**src/rtl/axis_traffic_gen.sv**
```systemverilog
// AXI-Stream packet source: emits a programmed number of multi-flit packets,
// round-robin over a destination mask, with a self-describing payload per flit.
module axis_traffic_gen #(
  parameter int TDEST_WIDTH = 4,
  parameter int TDATA_WIDTH = 512,
  parameter int NUM_DESTS   = 4,
  parameter int SRC_ID      = 0,
  parameter int LEN_WIDTH   = 8
) (
  input  logic                   clk,
  input  logic                   rst,
  input  logic                   start,
  input  logic                   stop,
  input  logic [15:0]            num_packets,
  input  logic [LEN_WIDTH-1:0]   pkt_len,
  input  logic [7:0]             gap,
  input  logic [NUM_DESTS-1:0]   dest_mask,
  output logic                   busy,
  output logic                   done,
  output logic [15:0]            pkt_count,
  output logic                   axis_out_tvalid,
  input  logic                   axis_out_tready,
  output logic [TDATA_WIDTH-1:0] axis_out_tdata,
  output logic                   axis_out_tlast,
  output logic [TDEST_WIDTH-1:0] axis_out_tdest
);

  typedef enum logic [1:0] {IDLE, SEND, GAP, DONE} state_t;

  state_t                 state_reg;
  logic [15:0]            cfg_num_reg;
  logic [LEN_WIDTH-1:0]   cfg_last_reg;
  logic [7:0]             cfg_gap_reg;
  logic [NUM_DESTS-1:0]   cfg_mask_reg;
  logic [15:0]            flit_idx_reg;
  logic [15:0]            seq_reg;
  logic [15:0]            pkt_count_reg;
  logic [TDEST_WIDTH-1:0] dest_reg;
  logic [7:0]             gap_cnt_reg;
  logic                   busy_reg;
  logic                   done_reg;
  logic                   tvalid_reg;

  logic [TDEST_WIDTH-1:0] first_dest;
  logic [TDEST_WIDTH-1:0] next_dest;
  logic                   next_found;
  logic                   last_flit;
  logic                   last_pkt;
  logic                   handshake;
  logic [TDATA_WIDTH-1:0] payload;

  // Descending scan so the lowest set bit is the one that sticks.
  always_comb begin
    first_dest = '0;
    for (int i = NUM_DESTS - 1; i >= 0; i--) begin
      if (dest_mask[i]) first_dest = TDEST_WIDTH'(i);
    end
  end

  // Scan upward from the current destination; k == NUM_DESTS lands back on itself.
  always_comb begin
    next_dest  = dest_reg;
    next_found = 1'b0;
    for (int k = 1; k <= NUM_DESTS; k++) begin
      if (!next_found && cfg_mask_reg[(int'(dest_reg) + k) % NUM_DESTS]) begin
        next_dest  = TDEST_WIDTH'((int'(dest_reg) + k) % NUM_DESTS);
        next_found = 1'b1;
      end
    end
  end

  assign last_flit = (flit_idx_reg == 16'(cfg_last_reg));
  assign last_pkt  = ((pkt_count_reg + 16'd1) == cfg_num_reg);
  assign handshake = tvalid_reg & axis_out_tready;

  // Payload is built only from registers, so it cannot move while stalled.
  always_comb begin
    payload = '0;
    if (tvalid_reg) begin
      payload[15:0]  = flit_idx_reg;
      payload[31:16] = seq_reg;
      payload[39:32] = 8'(dest_reg);
      payload[47:40] = 8'(SRC_ID);
    end
  end

  assign axis_out_tvalid = tvalid_reg;
  assign axis_out_tdata  = payload;
  assign axis_out_tlast  = tvalid_reg & last_flit;
  assign axis_out_tdest  = tvalid_reg ? dest_reg : '0;
  assign busy            = busy_reg;
  assign done            = done_reg;
  assign pkt_count       = pkt_count_reg;

  always_ff @(posedge clk or posedge rst) begin
    if (rst) begin
      state_reg     <= IDLE;
      cfg_num_reg   <= '0;
      cfg_last_reg  <= '0;
      cfg_gap_reg   <= '0;
      cfg_mask_reg  <= '0;
      flit_idx_reg  <= '0;
      seq_reg       <= '0;
      pkt_count_reg <= '0;
      dest_reg      <= '0;
      gap_cnt_reg   <= '0;
      busy_reg      <= 1'b0;
      done_reg      <= 1'b0;
      tvalid_reg    <= 1'b0;
    end else begin
      case (state_reg)
        IDLE: begin
          done_reg <= 1'b0;
          if (start) begin
            cfg_num_reg   <= num_packets;
            cfg_last_reg  <= (pkt_len == '0) ? '0 : pkt_len - LEN_WIDTH'(1);
            cfg_gap_reg   <= gap;
            cfg_mask_reg  <= dest_mask;
            pkt_count_reg <= '0;
            seq_reg       <= '0;
            flit_idx_reg  <= '0;
            dest_reg      <= first_dest;
            if (num_packets == 16'd0 || dest_mask == '0) begin
              state_reg <= DONE;
              done_reg  <= 1'b1;
            end else begin
              state_reg  <= SEND;
              busy_reg   <= 1'b1;
              tvalid_reg <= 1'b1;
            end
          end
        end

        SEND: begin
          if (handshake) begin
            if (last_flit) begin
              pkt_count_reg <= pkt_count_reg + 16'd1;
              seq_reg       <= seq_reg + 16'd1;
              flit_idx_reg  <= '0;
              dest_reg      <= next_dest;
              if (last_pkt || stop) begin
                state_reg  <= DONE;
                tvalid_reg <= 1'b0;
                busy_reg   <= 1'b0;
                done_reg   <= 1'b1;
              end else if (cfg_gap_reg != 8'd0) begin
                state_reg   <= GAP;
                tvalid_reg  <= 1'b0;
                gap_cnt_reg <= cfg_gap_reg;
              end
            end else begin
              flit_idx_reg <= flit_idx_reg + 16'd1;
            end
          end
        end

        GAP: begin
          if (stop) begin
            state_reg <= DONE;
            busy_reg  <= 1'b0;
            done_reg  <= 1'b1;
          end else if (gap_cnt_reg <= 8'd1) begin
            state_reg  <= SEND;
            tvalid_reg <= 1'b1;
          end else begin
            gap_cnt_reg <= gap_cnt_reg - 8'd1;
          end
        end

        DONE: begin
          state_reg <= IDLE;
          done_reg  <= 1'b0;
          busy_reg  <= 1'b0;
        end

        default: begin
          state_reg  <= IDLE;
          busy_reg   <= 1'b0;
          done_reg   <= 1'b0;
          tvalid_reg <= 1'b0;
        end
      endcase
    end
  end

endmodule

```
**config.mk**
```make
export PLATFORM = sky130hd
export DESIGN_NAME = axis_traffic_gen
export DESIGN_NICKNAME = d
export VERILOG_FILES = /design/src/rtl/axis_traffic_gen.sv
export SDC_FILE = /design/constraint.sdc
export NUM_CORES = 1
export LEC_CHECK = 0
export CAP_MARGIN = 0
export CORE_AREA = 5 5 222 224
export DETAILED_ROUTE_END_ITERATION = 16
export DIE_AREA = 0 0 227 229
export MAX_ROUTING_LAYER = met4
export PLACE_DENSITY = 0.53
export SLEW_MARGIN = 30
export SYNTH_ARGS = -nofsm -noshare
export SYNTH_HDL_FRONTEND = slang
export SYNTH_SLANG_ARGS = --single-unit
```
**constraint.sdc**
```tcl
create_clock -name clk -period 5.4 [get_ports clk]
set_clock_uncertainty 0.15 [all_clocks]
set_input_delay 1.08 -clock clk [delete_from_list [all_inputs] [get_ports clk]]
set_output_delay 1.08 -clock clk [all_outputs]
set_load 0.1 [all_outputs]
```
* Yosys cells after proc, flatten, opt, wreduce, memory -nomap -nowiden *
Cells that the tools add are included.
Widths: inputs -> output; s select.

storage, ports and cells
  bits in registers = 101
  output and inout bits = 536
  logic and storage cells = 158
  input bits = 41

cells by class
  add/sub/neg operators = 9
  equality and inequality tests = 19
  reduce and logical (&&, ||, !) cells = 29
  bitwise logic cells = 6
  mux-type cells = 77
  $lt $le $gt $ge = 5

operators with widths
  cell                   count
  $mux 16                7
  $pmux 16 s2            3
  $mux 8                 7
  $add 16x1->16 const B  3
  $mux 4                 10
  $mux 36                1
  $mux 1                 29
  $ne 2x2->1 const B     11
  $mux 2                 10
  $eq 16x16->1           1
  $eq 16x8->1            1
  $logic_not 16->1       1
  $lt 3x4->1 const B     4
  $pmux 8 s2             1
  $sub 8x1->8 const B    2
  $reduce_and 5->1       2
  $bmux 1 s2             4
  $le 8x1->1 const B     1
  $logic_not 8->1        1
  $pmux 1 s4             2
  $pmux 2 s4             1
  $pmux 4 s2             1
  $reduce_and 4->1       2
  $reduce_and 8->1       1
  other kinds (22)       39

* Depth between registers and ports, before layout *
  word-level depth = 19
  mapped depth = 11
  depth with buffers taken out = 10

* Least setup slack after synthesis *
Ideal clock, no wire load.

  kind = flip-flop to output port
  start = register tvalid_reg, in the netlist axis_out_tvalid
  end = output axis_out_tdest[1]
  path slack = 1.527 ns
  data required time = 4.170 ns
  cell stages (with the launch flop) = 5
  buffers on the path = 3
  data arrival time = 2.643 ns
  cell sequence = dfrtp_1 clkbuf_1 clkbuf_1 and2_1 buf_4

on the way
  word-level cells in the longest chain between the ends = 1

RTL lines
  item                    RTL line  source
  start, declared         42        logic tvalid_reg;
  start signal, assigned  109       tvalid_reg <= 1'b0;
  start signal, assigned  129       tvalid_reg <= 1'b1;
  start signal, assigned  143       tvalid_reg <= 1'b0;
  $mux 4                  90        assign axis_out_tdest = tvalid_reg ? dest_reg : '0;
  end, declared           25        output logic [TDEST_WIDTH-1:0] axis_out_tdest

No other way between the ends.

* Worst setup path after layout *
  start = register pkt_count_reg[0], in the netlist pkt_count[0]
  end = register gap_cnt_reg[4]

on the way
  word-level cells in the longest chain between the ends = 5

RTL lines
  item                               RTL line  source
  start, declared                    37        logic [15:0] pkt_count_reg;
  start signal, assigned             137       pkt_count_reg <= pkt_count_reg + 16'd1;
  $add 16x1->16                      73        assign last_pkt = ((pkt_count_reg + 16'd1) == cfg_num_reg);
  $eq 16x16->1                       73
  $logic_or 1x1->1                   141       if (last_pkt || stop) begin
  $ne 2x2->1 (no source line)        --
  $reduce_and 7->1 (no source line)  --
  end signal, assigned               149       gap_cnt_reg <= cfg_gap_reg;
  end signal, assigned               166       gap_cnt_reg <= gap_cnt_reg - 8'd1;
  end, declared                      39        logic [7:0] gap_cnt_reg;

No other way between the ends.
A chain may end at the register's enable or synchronous reset.

==> flow_summary.json <==
{
  "synth_edf_count": 0,
  "cts-hold-fix-buffers": 0,
  "cts_root_buf": "clkbuf_16",
  "nets": 1251,
  "setup_viol": 0,
  "p_clk_share_pct": 14.1,
  "dieArea_um2": 51980,
  "holdCritPathClass": "reg2reg",
  "status": "complete, no violations",
  "die_y_um": 229,
  "slew_viol_final": 0,
  "first_iter_violations": 372,
  "route.detailed.drc": 0,
  "insertion_delay_ns": 0.37,
  "ios": 577,
  "dr.pass1.iters": 4,
  "globalRoute.busiestLayer": "met2",
  "p_leak_nw": 4.564,
  "fmax_ghz": 0.2632,
  "path_clk_slew_ns": 0.08,
  "globalplace.congestion": 0.8311,
  "rsz0062_at_grt": "false",
  "max-vdd-ir-drop_uv": 353.3,
  "antenna_found_initial": 3,
  "avgSynthCellArea_um2": 8.550,
  "cts.sinks": 99,
  "grt.total_usage_pct": 8.208,
  "rows": 80,
  "critical_path_class": "reg2reg",
  "vias_per_cell": 3.390,
  "power.net_switching_mw": 2.894,
  "layout-drive-gt1-share_pct": 6.811,
  "gr-usage-met2_pct": 13.39,
  "crit_start": "pkt_count[0]",
  "met3_usage_pct": 3.406,
  "cellPowerDensity_nw_per_um2": 486.1,
  "reg2reg_from": "pkt_count[0]",
  "area_delta_synth_final_pct": 0.8225,
  "finalHoldViolCount": 0,
  "wirelength_um": 23130,
  "grt_util_met1_pct": 9.653,
  "rrSetupSlack_ns": 1.60,
  "critPathMaxFanout": 11,
  "via_count": 6177,
  "grt_pass1_wl_um": 32630,
  "cts_htree_levels": 3,
  "required_ns": 5.51,
  "core_area_um2": 47150,
  "numCtsBuffers": 9,
  "synth_area_um2": 9584,
  "cts_buffer_depth": 2,
  "async_flop_share_pct": 100.0,
  "fp.dieW_um": 227,
  "tightest_slew_ns": 1.019,
  "cap_violations": 0,
  "synth_cells": 1121,
  "yosysTopAreaCell": "buf_4",
  "switching_share_pct": 61.62,
  "ys_seq_area_share_pct": 25.85,
  "endpoint_kind": "flip-flop",
  "whs_path_depth": 2,
  "dpl.hpwl_um": 18880,
  "slew_headroom_pct": 31.85,
  "synth_warnings": 0,
  "wire_per_inst_um": 12.70,
  "ys_top_cells_by_area": "buf_4, dfrtp_1, mux2_2, xor2_1, and2_1",
  "cts_tree": "yes",
  "yosysMostFrequentCell": "buf_4",
  "tns_ns": 0,
  "hold_path_end": "cfg_last_reg[3]",
  "ys_types": 66,
  "cts_resized": 0,
  "pwr-share-comb_pct": 61.6,
  "grt.overflow.total": 0,
  "port_buffers": 96,
  "grt_max_degree": 47,
  "startpoint_type": "flip-flop",
  "pwr-share-seq_pct": 24.2,
  "antenna_left": 0,
  "synth_seq_cells": 99,
  "min_from": "cfg_last_reg[3]",
  "yosys.area.top_type_share_pct": 37.91,
  "power_report.internal_total_mw": 1.803,
  "synth_top_flop_cell": "dfrtp_1",
  "finish.utilization_pct": 20.50,
  "postCtsSetupBuffers": 0,
  "initial_core_util_pct": 20.33,
  "cp.arrival_ns": 3.91,
  "rr_endpoint": "gap_cnt_reg[4]",
  "rr_worst_depth": 9,
  "nFillCells": 5229,
  "grt_pass1_vias": 5532,
  "synth_common_cells": "buf_4, dfrtp_1, nor2_1",
  "period_minus_slack_ns": 3.799,
  "post-route-period-util_pct": 70.35
}
critical path, stage by stage, from the launching register on:
cell     delay [ns]
dfrtp_1        0.57
ha_1           0.36
nand4_2        0.27
nor4_1         0.65
xnor2_1        0.22
nand4_1        0.11
or4_4          0.47
o21a_1         0.37
or3_1          0.41
o211a_1        0.11
how the worst max path moves through the flow:
stage,to,slack [ns],cells past startpoint
final,gap_cnt_reg[4],1.60,9
after global routing,gap_cnt_reg[2],1.42,9
after CTS,axis_out_tdata[5],1.62,3
after detailed placement,seq_reg[14],1.55,8
after global placement,pkt_count[14],1.60,9
after floorplan,axis_out_tdest[1],1.53,4
per-stage QoR:
| stage | worst slack [ns] | cells | hold slack, ns | total power, mW | area (um2) |
|---|---|---|---|---|---|
| 5_1_grt | 1.422 | 1822 | 0.3886 | 4.965 | 9663 |
| 2_1_floorplan | 1.527 | 1600 | 0.3189 | 3.943 | 11380 |
| 4_1_cts | 1.620 | 1819 | 0.3608 | 4.745 | 9661 |
| 3_5_place_dp | 1.551 | 1804 | 0.3391 | 4.055 | 9373 |
| 3_3_place_gp | 1.598 | 1803 | 0.3364 | 4.025 | 9363 |
| 6_report | 1.601 | 1822 | 0.3498 | 4.697 | 9663 |
final cells by class:
| type | instances | area [um2] | share of cell area (%) |
|---|---|---|---|
| diodes | 3 | 7.507 | 0.07769 |
| well taps | 615 | 769.5 | 7.963 |
| multi-input cells | 966 | 5051 | 52.27 |
| repair buffers | 101 | 980.9 | 10.15 |
| flip-flops and latches | 99 | 2477 | 25.64 |
| clock buffers | 9 | 225.2 | 2.331 |
| inverters | 23 | 88.84 | 0.9193 |
| clock inverters | 6 | 62.56 | 0.6474 |
per-layer routing:
metal / part of all wire (%) / up-vias
met2: 50 / 288
met4: 0.69 / 0
met1: 37 / 2961
li1: - / 2921
met3: 12 / 7
met5: 0 / -
cell usage in the layout, fill, tap and decap left out, types with 4 or more instances in the layout:
cell | netlist | layout
a21oi_1 | 26 | 26
a22o_1 | 4 | 4
a32oi_1 | 4 | 4
and2_1 | 36 | 36
and3_1 | 4 | 4
buf_2 | 7 | 5
buf_4 | 484 | 9
clkbuf_16 | 0 | 9
clkdlybuf4s50_1 | 0 | 86
conb_1 | 1 | 480
dfrtp_1 | 99 | 99
ha_1 | 10 | 10
inv_1 | 22 | 21
mux2_1 | 5 | 5
mux2_2 | 28 | 28
mux2i_1 | 6 | 6
nand2_1 | 49 | 49
nand2b_1 | 8 | 8
nand3_1 | 23 | 23
nand4_1 | 13 | 13
nor2_1 | 55 | 54
nor2b_1 | 6 | 6
nor3_1 | 11 | 11
nor3b_1 | 10 | 10
nor4_1 | 12 | 12
o211a_1 | 4 | 4
o211ai_1 | 4 | 4
o21ai_0 | 38 | 38
o21ai_1 | 12 | 12
o31ai_1 | 5 | 5
o41ai_2 | 4 | 4
or3_1 | 12 | 12
or4_1 | 4 | 4
xnor2_1 | 24 | 24
xor2_1 | 28 | 28
power groups by stage:
stage / clock network (mW) / registers, mW / logic [mW]
floorplan: 0 / 1.17 / 2.77
global route: 0.720 / 1.17 / 3.08
finish: 0.663 / 1.14 / 2.89
global placement: 0 / 1.15 / 2.88
CTS: 0.699 / 1.14 / 2.91
detailed placement: 0 / 1.16 / 2.90
kinds of logic after synthesis:
kind of cell | share of synthesized area [%]
adder cells (fa/ha/maj) | 1.305
XOR/XNOR | 4.752
multiplexers | 4.504
flip-flops | 25.85
other | 0.03913
buffers and inverters | 40.23
AO/OA/AOI/OAI | 8.512
AND/OR/NAND/NOR | 14.80
Note: power is estimated with default switching activity, not from simulation.
